### src/rtl/servo_pkg.sv
// Shared servo command definitions: position codes, generator FSM states and
// the microsecond-to-cycle helper, common to the decoder and the PWM generator.
package servo_pkg;
  localparam logic [1:0] POS_0   = 2'd0;
  localparam logic [1:0] POS_P90 = 2'd1;
  localparam logic [1:0] POS_N90 = 2'd2;
  localparam logic [1:0] POS_ERR = 2'd3;

  typedef enum logic [1:0] {
    ST_IDLE = 2'd0,
    ST_HIGH = 2'd1,
    ST_LOW  = 2'd2
  } servo_state_e;

  function automatic int unsigned us_to_cyc(input int unsigned us, input int unsigned cyc_per_us);
    return us * cyc_per_us;
  endfunction
endpackage

### src/rtl/servo_pwm_gen_if.sv
// Command/telemetry bundle between the servo command logic (master) and the
// PWM generator (slave).
interface servo_pwm_gen_if;
  logic       ENABLE;
  logic [1:0] grados;
  logic       pwm;
  logic       frame_tick;
  logic [1:0] pos_q;
  logic       settled;
  logic       err;

  modport master (output ENABLE, grados, input pwm, frame_tick, pos_q, settled, err);
  modport slave  (input ENABLE, grados, output pwm, frame_tick, pos_q, settled, err);
endinterface

### src/rtl/servo_settle_cnt.sv
// Saturating count of frames driven at an unchanged position; cleared at a
// frame start whose latched position differs, or that follows an idle period.
module servo_settle_cnt #(
  parameter int unsigned SETTLE_FRAMES = 25
) (
  input  logic       clk,
  input  logic       reset,
  input  logic       i_start,
  input  logic       i_restart,
  input  logic [1:0] i_new_pos,
  input  logic [1:0] i_cur_pos,
  input  logic       i_tick,
  output logic       o_settled
);
  localparam int unsigned CW = (SETTLE_FRAMES < 1) ? 1 : $clog2(SETTLE_FRAMES + 1);
  localparam logic [CW-1:0] SAT = CW'(SETTLE_FRAMES);

  logic [CW-1:0] r_cnt;
  logic          w_clr;

  if (SETTLE_FRAMES < 1) begin : g_bad_settle
    $error("SETTLE_FRAMES must be at least 1");
  end

  assign w_clr = i_start && (i_restart || (i_new_pos != i_cur_pos));

  // The last tick of a frame coincides with the next start; a change wins.
  always_ff @(posedge clk or posedge reset) begin
    if (reset)                       r_cnt <= '0;
    else if (w_clr)                  r_cnt <= '0;
    else if (i_tick && r_cnt != SAT) r_cnt <= r_cnt + CW'(1);
  end

  assign o_settled = (r_cnt == SAT);
endmodule

### src/rtl/servo_pwm_gen.sv
// Hobby-servo PWM generator: one pulse per frame, width chosen by the position
// latched at frame start, so pulses are never cut or stretched mid-frame.
module servo_pwm_gen
  import servo_pkg::*;
#(
  parameter int unsigned CLK_FREQ_HZ   = 100000000,
  parameter int unsigned PERIOD_US     = 20000,
  parameter int unsigned PULSE_0_US    = 1500,
  parameter int unsigned PULSE_P90_US  = 2000,
  parameter int unsigned PULSE_N90_US  = 1000,
  parameter int unsigned SETTLE_FRAMES = 25
) (
  input logic            clk,
  input logic            reset,
  servo_pwm_gen_if.slave bus
);
  localparam int unsigned CYC_PER_US    = CLK_FREQ_HZ / 1000000;
  localparam int unsigned PERIOD_CYC    = us_to_cyc(PERIOD_US, CYC_PER_US);
  localparam int unsigned PULSE_0_CYC   = us_to_cyc(PULSE_0_US, CYC_PER_US);
  localparam int unsigned PULSE_P90_CYC = us_to_cyc(PULSE_P90_US, CYC_PER_US);
  localparam int unsigned PULSE_N90_CYC = us_to_cyc(PULSE_N90_US, CYC_PER_US);
  localparam int unsigned CW            = (PERIOD_CYC < 2) ? 1 : $clog2(PERIOD_CYC);
  localparam logic [CW-1:0] PERIOD_LAST = CW'(PERIOD_CYC - 1);

  if (CYC_PER_US < 1 || (CLK_FREQ_HZ % 1000000) != 0) begin : g_bad_clk
    $error("CLK_FREQ_HZ must be a nonzero whole multiple of 1 MHz");
  end
  if (PERIOD_CYC < 2 || PULSE_0_CYC < 1 || PULSE_P90_CYC < 1 || PULSE_N90_CYC < 1 ||
      PULSE_0_CYC >= PERIOD_CYC || PULSE_P90_CYC >= PERIOD_CYC ||
      PULSE_N90_CYC >= PERIOD_CYC) begin : g_bad_pulse
    $error("every pulse width must be nonzero and shorter than the frame");
  end

  function automatic logic [CW-1:0] pulse_last(input logic [1:0] pos);
    case (pos)
      POS_P90: return CW'(PULSE_P90_CYC - 1);
      POS_N90: return CW'(PULSE_N90_CYC - 1);
      default: return CW'(PULSE_0_CYC - 1);
    endcase
  endfunction

  servo_state_e  r_state, w_state_nxt;
  logic [CW-1:0] r_cnt, w_cnt_nxt;
  logic          r_pwm, r_err;
  logic [1:0]    r_pos, w_lat_pos;
  logic          w_start, w_last, w_tick, w_restart;

  assign w_last    = (r_cnt == PERIOD_LAST);
  assign w_tick    = (r_state == ST_LOW) && w_last;
  assign w_restart = (r_state == ST_IDLE);
  assign w_lat_pos = (bus.grados == POS_ERR) ? r_pos : bus.grados;

  always_ff @(posedge clk or posedge reset) begin
    if (reset) begin
      r_state <= ST_IDLE;
      r_cnt   <= '0;
    end else begin
      r_state <= w_state_nxt;
      r_cnt   <= w_cnt_nxt;
    end
  end

  // ENABLE is only looked at in IDLE and on the last cycle of a frame.
  always_comb begin
    w_state_nxt = r_state;
    w_cnt_nxt   = r_cnt + CW'(1);
    w_start     = 1'b0;
    unique case (r_state)
      ST_IDLE: begin
        w_cnt_nxt = '0;
        if (bus.ENABLE) begin
          w_state_nxt = ST_HIGH;
          w_start     = 1'b1;
        end
      end
      ST_HIGH: if (r_cnt == pulse_last(r_pos)) w_state_nxt = ST_LOW;
      ST_LOW: begin
        if (w_last) begin
          w_cnt_nxt = '0;
          if (bus.ENABLE) begin
            w_state_nxt = ST_HIGH;
            w_start     = 1'b1;
          end else begin
            w_state_nxt = ST_IDLE;
          end
        end
      end
      default: begin
        w_state_nxt = ST_IDLE;
        w_cnt_nxt   = '0;
      end
    endcase
  end

  always_ff @(posedge clk or posedge reset) begin
    if (reset) begin
      r_pwm <= 1'b0;
      r_pos <= POS_0;
      r_err <= 1'b0;
    end else begin
      r_pwm <= (w_state_nxt == ST_HIGH);
      if (w_start) begin
        r_pos <= w_lat_pos;
        r_err <= (bus.grados == POS_ERR);
      end
    end
  end

  servo_settle_cnt #(.SETTLE_FRAMES(SETTLE_FRAMES)) u_settle (
    .clk       (clk),
    .reset     (reset),
    .i_start   (w_start),
    .i_restart (w_restart),
    .i_new_pos (w_lat_pos),
    .i_cur_pos (r_pos),
    .i_tick    (w_tick),
    .o_settled (bus.settled)
  );

  assign bus.pwm        = r_pwm;
  assign bus.frame_tick = w_tick;
  assign bus.pos_q      = r_pos;
  assign bus.err        = r_err;
endmodule

### src/flat_wrapper.sv
// flat-port wrapper written by rule: the top's interface ports become plain ports
module servo_pwm_gen_flat import servo_pkg::*;
#(
  parameter int unsigned CLK_FREQ_HZ   = 100000000,
  parameter int unsigned PERIOD_US     = 20000,
  parameter int unsigned PULSE_0_US    = 1500,
  parameter int unsigned PULSE_P90_US  = 2000,
  parameter int unsigned PULSE_N90_US  = 1000,
  parameter int unsigned SETTLE_FRAMES = 25
)
  (clk, reset, bus_ENABLE, bus_grados, bus_pwm, bus_frame_tick, bus_pos_q, bus_settled, bus_err);
  servo_pwm_gen_if bus_i ();
  input logic clk;
  input logic reset;
  input wire logic [$bits(bus_i.ENABLE)-1:0] bus_ENABLE;
  input wire logic [$bits(bus_i.grados)-1:0] bus_grados;
  output wire logic [$bits(bus_i.pwm)-1:0] bus_pwm;
  output wire logic [$bits(bus_i.frame_tick)-1:0] bus_frame_tick;
  output wire logic [$bits(bus_i.pos_q)-1:0] bus_pos_q;
  output wire logic [$bits(bus_i.settled)-1:0] bus_settled;
  output wire logic [$bits(bus_i.err)-1:0] bus_err;
  assign bus_i.ENABLE = bus_ENABLE;
  assign bus_i.grados = bus_grados;
  assign bus_pwm = bus_i.pwm;
  assign bus_frame_tick = bus_i.frame_tick;
  assign bus_pos_q = bus_i.pos_q;
  assign bus_settled = bus_i.settled;
  assign bus_err = bus_i.err;
  servo_pwm_gen #(.CLK_FREQ_HZ(CLK_FREQ_HZ), .PERIOD_US(PERIOD_US), .PULSE_0_US(PULSE_0_US), .PULSE_P90_US(PULSE_P90_US), .PULSE_N90_US(PULSE_N90_US), .SETTLE_FRAMES(SETTLE_FRAMES)) u_core (.clk(clk), .reset(reset), .bus(bus_i));
endmodule
### config.mk
export PLATFORM = sky130hd
export DESIGN_NAME = servo_pwm_gen_flat
export DESIGN_NICKNAME = d
export VERILOG_FILES = /design/src/rtl/servo_pkg.sv /design/src/rtl/servo_pwm_gen_if.sv /design/src/rtl/servo_settle_cnt.sv /design/src/rtl/servo_pwm_gen.sv /design/src/flat_wrapper.sv
export SDC_FILE = /design/constraint.sdc
export NUM_CORES = 1
export LEC_CHECK = 0
export CORE_MARGIN = 10
export CORE_UTILIZATION = 50
export CTS_BUF_LIST = sky130_fd_sc_hd__clkbuf_4
export CTS_CLUSTER_SIZE = 8
export DETAILED_ROUTE_END_ITERATION = 7
export HOLD_SLACK_MARGIN = 0.03
export PLACE_DENSITY_LB_ADDON = 0.2
export SYNTH_ARGS = -nofsm -noshare
export SYNTH_HDL_FRONTEND = slang
export SYNTH_HIERARCHICAL = 1
export SYNTH_SLANG_ARGS = --single-unit
### constraint.sdc
create_clock -name clk -period 4.7 [get_ports clk]
set_clock_uncertainty 0.15 [all_clocks]
set_input_delay 1.175 -clock clk [delete_from_list [all_inputs] [get_ports clk]]
set_output_delay 1.175 -clock clk [all_outputs]
set_load 0.01 [all_outputs]
After elaboration in Yosys (flattened, before gate mapping)
Cells that the tools add are included.
{ "classes": {"shifts": 0, "multipliers": 0, "n_mux": 15, "reduce_logical": 6, "n_bitwise": 0, "eq_ne": 11, "n_addsub": 2, "magnitude_cmp": 0, "n_div": 0} }
{ "ops": {"columns": ["cell", "count"], "rows": [
  ["two-way mux 21 bit", 2],
  ["case mux 21 bit (2 select lines)", 1],
  ["case mux 18 bit (2 select lines)", 1],
  ["adder 21 x 1 -> 21 bit, second input constant", 1],
  ["equality test 21 bit", 1],
  ["equality test 21 bit, second input constant", 1],
  ["two-way mux 5 bit", 2],
  ["two-way mux 2 bit", 4],
  ["equality test 2 x 1 -> 1 bit, second input constant", 3],
  ["equality test 2 bit, second input constant", 3],
  ["case mux 2 bit (3 select lines)", 1],
  ["adder 5 x 1 -> 5 bit, second input constant", 1],
  ["equality test 5 bit, second input constant", 1],
  ["!= test 5 bit, second input constant", 1],
  ["logical AND 1 bit", 3],
  ["two-way mux 1 bit", 3],
  ["zero test 2 bit", 1],
  ["!= test 2 bit", 1],
  ["case mux 1 bit (2 select lines)", 1],
  ["nonzero test 2 bit", 1],
  ["logical OR 1 bit", 1]
]} }
{ "word_totals": {"ramBits": 0, "register_bits": 32, "mem_count": 0, "latchBits": 0, "rom_bits": 0, "input_bits": 5} }

Depth between registers and ports, before layout
Gate-level depths: netlist (run 1).
{ "logic_depth": {"word_depth": 7, "ltp_mapped": 8, "mapped_depth_nobuf": 8} }

Cells and area by module
Netlist (run 1), hierarchy kept.
{ "modules_own_cells": {"columns": ["module", "area_each_um2", "n_inst", "cells_per_inst"], "rows": [
  ["servo_pwm_gen", 1560.2, 1, 167],
  ["servo_settle_cnt", 301.5, 1, 30]
]} }

Least setup slack after synthesis (run 1)
OpenSTA, ideal clock, no wires.
{ "synth_timing": {"kind": "flip-flop to output port", "startpoint": "reg u_core.r_cnt[11]", "endpoint": "out bus_frame_tick", "stages_incl_launch_ff": 5, "slack_ps": 1532, "arrival_time_ps": 1843, "n_path_buf": 1, "cell_sequence": "dfrtp_1 > buf_2 > or4b_1 > or3_1 > nor4_2"} }
{ "synth_via": {"elab_chain_len": 2} }
{ "synth_rtl": {"columns": ["item", "line", "source"], "rows": [
  ["from (decl)", "servo_pwm_gen.sv:43", "logic [CW-1:0] r_cnt, w_cnt_nxt;"],
  ["from (signal assigned)", "servo_pwm_gen.sv:59", "r_cnt <= w_cnt_nxt;"],
  ["equality test 21 bit", "servo_pwm_gen.sv:48", "assign w_last = (r_cnt == PERIOD_LAST);"],
  ["logical AND 1 bit", "servo_pwm_gen.sv:49", "assign w_tick = (r_state == ST_LOW) && w_last;"],
  ["to (decl)", "flat_wrapper.sv:18", "output wire logic [$bits(bus_i.frame_tick)-1:0] bus_frame_tick;"]
]} }
Every way passes these cells.

Worst setup path after layout (run 1)
Ends and elaborated chain as after synthesis.

==> run metrics, run 1 <==
status completed; min cycle time layout 4.198 ns; TritonCTS clock tree yes; number of cell rows 22; Max Buffers Root-to-Sink 2; Initial Util 51.24%; clk_lat worst skew 0.32 ns; Final ANT Viol Nets 0; Peak Freq 0.2382 GHz; Post-DP HPWL 2801 um; WS Path Type reg -> out; vias 1421; PwrDens 324.9 nW/um^2; setup TNS 0 ns; highest metal used met4; Post-synth ARST share 100.0%; pin count of the biggest net entering global routing 28; Critical Path AT 2.87 ns; Die X-Extent 81.02 um; met2 routed WL 1929 um; Synth top area share 43.01%; H-tree Lvls 2; synthesized instance count 197; wire length on met3 134 um; final WL 3737 um; Pre-antenna DRT Iters 4; routed vias/inst 5.508; EDFF count, synth 0; GR Overflow Total 0; Synth Area per Inst 9.451 sq um; register area share after synthesis 43.01%; Max VDD drop 0.0001711 V; Worst EP required 3.38 ns; GP Congestion 0.8913; CTS Buf Count 5; Final Max Tran Viols 0; period utilization 89.32%; Root Buffer clkbuf_4; Max-slew headroom 31.66%; top_reg_cell synth dfrtp_1; Crit. path cell count 4; CP max stage cell clkdlybuf4s50_1; clk sink count 32; synth warn 6; via count of the first global-routing pass 1472; Worst-Margin Slew 1.024 ns; chip height 81.02 um; clk slew on worst S/H paths 0.09 ns; DRC viols 0; Top-Level Pins 11; post-synthesis net count 211; n_diodes 0; routed len/inst 14.48 um; final total power 0.6683 mW; post-synthesis cell type count 41; CP Launch Type flip-flop; wl on met1 1655 um; Tot GR Track Use 12.20%; top cell family by delay on the critical path simple AND/OR/NAND/NOR gates; final hold slack 0.3596 ns; Worst Hold Class reg -> reg; worst stage delay on the critical path 0.66 ns; nets@finish 224; Setup Fix Bufs, Post-CTS 0; Fillers 349; # hold bufs at CTS 0; layout cell share with drive strength beyond 1 6.667%; endpoint type of the worst setup path primary output; crit-path cells or4b_1 > or3_1 > nor4_2 > clkdlybuf4s50_1; Synth area leader dfrtp_1; PortBufs 10; leakage 0.8694 nW; Worst R2R Setup Slack 1.79 ns; first-pass GRT wire length 6423 um; die area 6564 sq um; initial antenna violation count 0; synthesized area 1862 sq um; max_cap viols 0; hold depth 1; largest cells by area after synthesis dfrtp_1 43%, nor2_1 6.7%, ha_1 6.0%; Initial DRC Count 72; # setup viols final 0; RSZ-0062 raised after global routing false; Layout area overhead 10.48%; crit path max fanout 8; post-CTS sizing 0; R2R cell count 7; CP bufs+invs 1; core outline area 3633 sq um; Yosys reg bits 32; final hold vios 0
-- metal layers --
layer	track usage, %	up-vias
met4	3.979	0
met2	21.97	16
li1	-	704
met3	3.201	2
met1	13.64	699
met5	0	-
-- sequential cells by signal, summed over array words and instances, names as in the netlist --
name / count
u_core/r_cnt: 21
u_core/bus.err: 1
u_core/u_settle/r_cnt: 5
u_core/r_state: 2
u_core/bus.pwm: 1
u_core/bus.pos_q: 2
-- report_power, final --
| group | leakage (nW) | switching (mW) | internal [mW] |
|---|---|---|---|
| registers | 0.440 | 0.0238 | 0.298 |
| logic | 0.398 | 0.108 | 0.0920 |
| clock network | 0.0315 | 0.0852 | 0.0608 |
-- metrics by stage --
stage | cell area, sq um | instances | utilization (%) | worst slack (ns)
after global routing | 2057 | 258 | 56.61 | 0.3727
after floorplan | 1862 | 197 | - | 1.532
after CTS | 2057 | 258 | 56.61 | 0.4988
after detailed placement | 2007 | 251 | 55.23 | 0.8610
final | 2057 | 258 | 56.61 | 0.5019
after global placement | 2007 | 251 | 55.23 | 0.9401
-- synth_stat cells, types with 3 or more instances --
cell	count
inv_1	14
o21ai_0	3
nand3_1	7
nor4b_1	3
buf_2	3
nor2_1	33
dfrtp_1	32
a21oi_1	5
or3_1	3
nand4_1	6
xor2_1	11
and4_1	4
nand2_1	11
o31a_1	3
xnor2_1	12
ha_1	9
and2_1	3
nor3_1	5
-- layout make-up --
| type | instances | area (sq um) | share of cell area (%) |
|---|---|---|---|
| clock buffer | 6 | 45.04 | 2.190 |
| clock inverter | 1 | 5.005 | 0.2433 |
| inverter | 15 | 56.30 | 2.737 |
| multi-input combinational | 145 | 982.2 | 47.75 |
| sequential | 32 | 800.8 | 38.93 |
| tap | 48 | 60.06 | 2.920 |
| timing repair buffer | 11 | 107.6 | 5.231 |
-- worst reg2reg max path, cell delays in order (launching register included) --
cell	delay, ns
dfrtp_1	0.47
or4b_1	0.56
or3_1	0.36
nor4_2	0.51
o21ai_1	0.29
inv_1	0.11
o31a_1	0.24
a311oi_1	0.07
-- kinds of logic after synthesis --
group / after synthesis / synth area share (%)
buffers and inverters: 20 / 4.234
flip-flops: 32 / 43.01
AO/OA/AOI/OAI: 23 / 8.670
adder cells (fa/ha/maj): 9 / 6.048
XOR/XNOR: 23 / 10.82
AND/OR/NAND/NOR: 87 / 25.47
multiplexers: 3 / 1.747
-- path summary, 6_finish.rpt --
check | startpoint | end
max in group asynchronous | reset | u_core/bus.pwm$_DFF_PP0_
hold / removal | u_core/r_cnt[0]$_DFF_PP0_ | u_core/r_cnt[0]$_DFF_PP0_
setup reg to reg | u_core/r_cnt[11]$_DFF_PP0_ | u_core/u_settle/r_cnt[1]$_DFFE_PP0P_
min in group asynchronous | reset | u_core/u_settle/r_cnt[4]$_DFFE_PP0P_
hold reg to reg | u_core/r_cnt[0]$_DFF_PP0_ | u_core/r_cnt[0]$_DFF_PP0_
setup / recovery | u_core/r_cnt[11]$_DFF_PP0_ | bus_frame_tick
-- layout by cell type, fill, tap and decap left out, types with 3 or more instances in the layout --
master and instances:
a21oi_1 5, and2_1 3, and4_1 4, clkbuf_4 6, clkdlybuf4s50_1 10, dfrtp_1 32, ha_1 9, inv_1 14
nand2_1 11, nand3_1 7, nand4_1 6, nor2_1 33, nor3_1 5, nor4b_1 3, o21ai_0 3, o31a_1 3
or3_1 3, xnor2_1 12, xor2_1 11
(Power assumes the default switching activity.)
==> run 2, diff against run 1 <==
PLACE_DENSITY = 0.69   (was default)
PLACE_DENSITY_LB_ADDON = default   (was 0.2)
==> run metrics, run 2 (synthesis results as in run 1) <==
status completed; final hold vios 0; commonest non-fill, non-tap cells in the layout 33 x nor2_1, 32 x dfrtp_1, 14 x inv_1; post-route insts no fill 259; Placed Cells 251; Worst EP required 3.38 ns; R2R cell count 7; first-pass GRT wire length 6768 um; Worst R2R Setup Slack 1.77 ns; post-CTS sizing 0; Layout area overhead 10.82%; Max-slew headroom 30.49%; clk_lat worst skew 0.32 ns; Fillers 337; # setup viols final 0; Max VDD drop 0.0001414 V; routed len/inst 14.51 um; initial antenna violation count 0; area of the multi-input gates 982.2 sq um; Final ANT Viol Nets 0; die area 6564 sq um; Peak Freq 0.2364 GHz; Largest regs u_core/r_cnt x21, u_core/u_settle/r_cnt x5; Setup Fix Bufs, Post-CTS 0; min cycle time layout 4.230 ns; Top-Level Pins 11; Worst R2R End u_core/u_settle/r_cnt[1]$_DFFE_PP0P_; Worst Hold Class reg -> reg; setup TNS 0 ns; leakage 0.8717 nW; DRC viols 0; most common cell after layout, fill and taps aside nor2_1; GR Overflow Total 0; chip height 81.02 um; hold depth 1; period utilization 90.00%; # hold bufs at CTS 0; Final Max Tran Viols 0; hold path endpoint u_core/r_cnt[0]$_DFF_PP0_; CP Launch Type flip-flop; Register Area 800.8 sq um; via count of the first global-routing pass 1477; Post-DP HPWL 2765 um; clk slew on worst S/H paths 0.09 ns; vias 1413; endpoint type of the worst setup path primary output; Initial DRC Count 86; Tot GR Track Use 12.89%; core outline area 3633 sq um; Die X-Extent 81.02 um; Hold Crit Start u_core/r_cnt[0]$_DFF_PP0_; clk sink count 32; Most flops, register u_core/r_cnt; PwrDens 326.6 nW/um^2; worst reg2reg startpoint u_core/r_cnt[11]$_DFF_PP0_; final WL 3757 um; Root Buffer clkbuf_4; Critical Path AT 2.90 ns; crit path max fanout 8; Initial Util 51.24%; TritonCTS clock tree yes; RSZ-0062 raised after global routing false; CTS Buf Count 5; number of cell rows 22; flip-flop count of the largest register after layout 21; GP Congestion 0.8442; Worst-Margin Slew 1.042 ns; Pre-antenna DRT Iters 5; routed vias/inst 5.456; WS Path Type reg -> out; layout cell share with drive strength beyond 1 6.635%; PortBufs 10; max_cap viols 0; pin count of the biggest net entering global routing 28; n_diodes 0; nets@finish 224; H-tree Lvls 2; Max Buffers Root-to-Sink 2
-- run 2: area by class of cell --
| class | count | share of cell area, % |
|---|---|---|
| clock buffer | 7 | 2.547 |
| clock inverter | 1 | 0.1819 |
| inverter | 15 | 2.729 |
| multi-input combinational | 145 | 47.60 |
| sequential | 32 | 38.81 |
| tap | 48 | 2.911 |
| timing repair buffer | 11 | 5.215 |
-- run 2: critical path, cell delays in order, from the launching register on --
cell	delay, ns
dfrtp_1	0.47
or4b_1	0.57
or3_1	0.35
nor4_2	0.53
clkdlybuf4s50_1	0.67
-- run 2: how the worst max path moves through the flow --
stage                                end  depth (start not counted)                        from  slack, ns
after floorplan           bus_frame_tick                          4  u_core/r_cnt[11]$_DFF_PP0_       1.53
after global placement    bus_frame_tick                          4  u_core/r_cnt[11]$_DFF_PP0_       0.88
after detailed placement  bus_frame_tick                          4  u_core/r_cnt[11]$_DFF_PP0_       0.81
after CTS                 bus_frame_tick                          4  u_core/r_cnt[11]$_DFF_PP0_       0.45
after global routing      bus_frame_tick                          4  u_core/r_cnt[11]$_DFF_PP0_       0.27
final                     bus_frame_tick                          4  u_core/r_cnt[11]$_DFF_PP0_       0.47
-- run 2: per-stage QoR --
stage | setup slack [ns] | utilization, % | power, mW | area, sq um | hold WS, ns
6_report | 0.4700 | 56.78 | 0.6739 | 2063 | 0.3464
5_1_grt | 0.2719 | 56.78 | 0.7234 | 2063 | 0.3933
4_1_cts | 0.4458 | 56.78 | 0.6851 | 2063 | 0.3440
3_5_place_dp | 0.8135 | 55.23 | 0.5245 | 2007 | 0.3309
3_3_place_gp | 0.8770 | 55.23 | 0.5218 | 2007 | 0.3093
2_1_floorplan | 1.532 | - | 0.4522 | 1862 | 0.2976
-- run 2: power breakdown --
| part | switching (mW) | internal (mW) |
|---|---|---|
| Sequential | 0.0234 | 0.298 |
| Clock | 0.0863 | 0.0690 |
| Combinational | 0.106 | 0.0913 |
| Total | 0.216 | 0.458 |
-- run 2: layer usage --
metal,routed length [um],GRT usage (%),share of wire [%]
met5,0,0,0
met4,25,4.325,0.67
met3,151,4.525,4.0
met1,1731,15.13,46
met2,1848,21.50,49
==> run 3, diff against run 2 <==
CAP_MARGIN = 10   (was default)
==> results of run 3 <==
Final layout, timing and power as in run 2 (identical DEF).
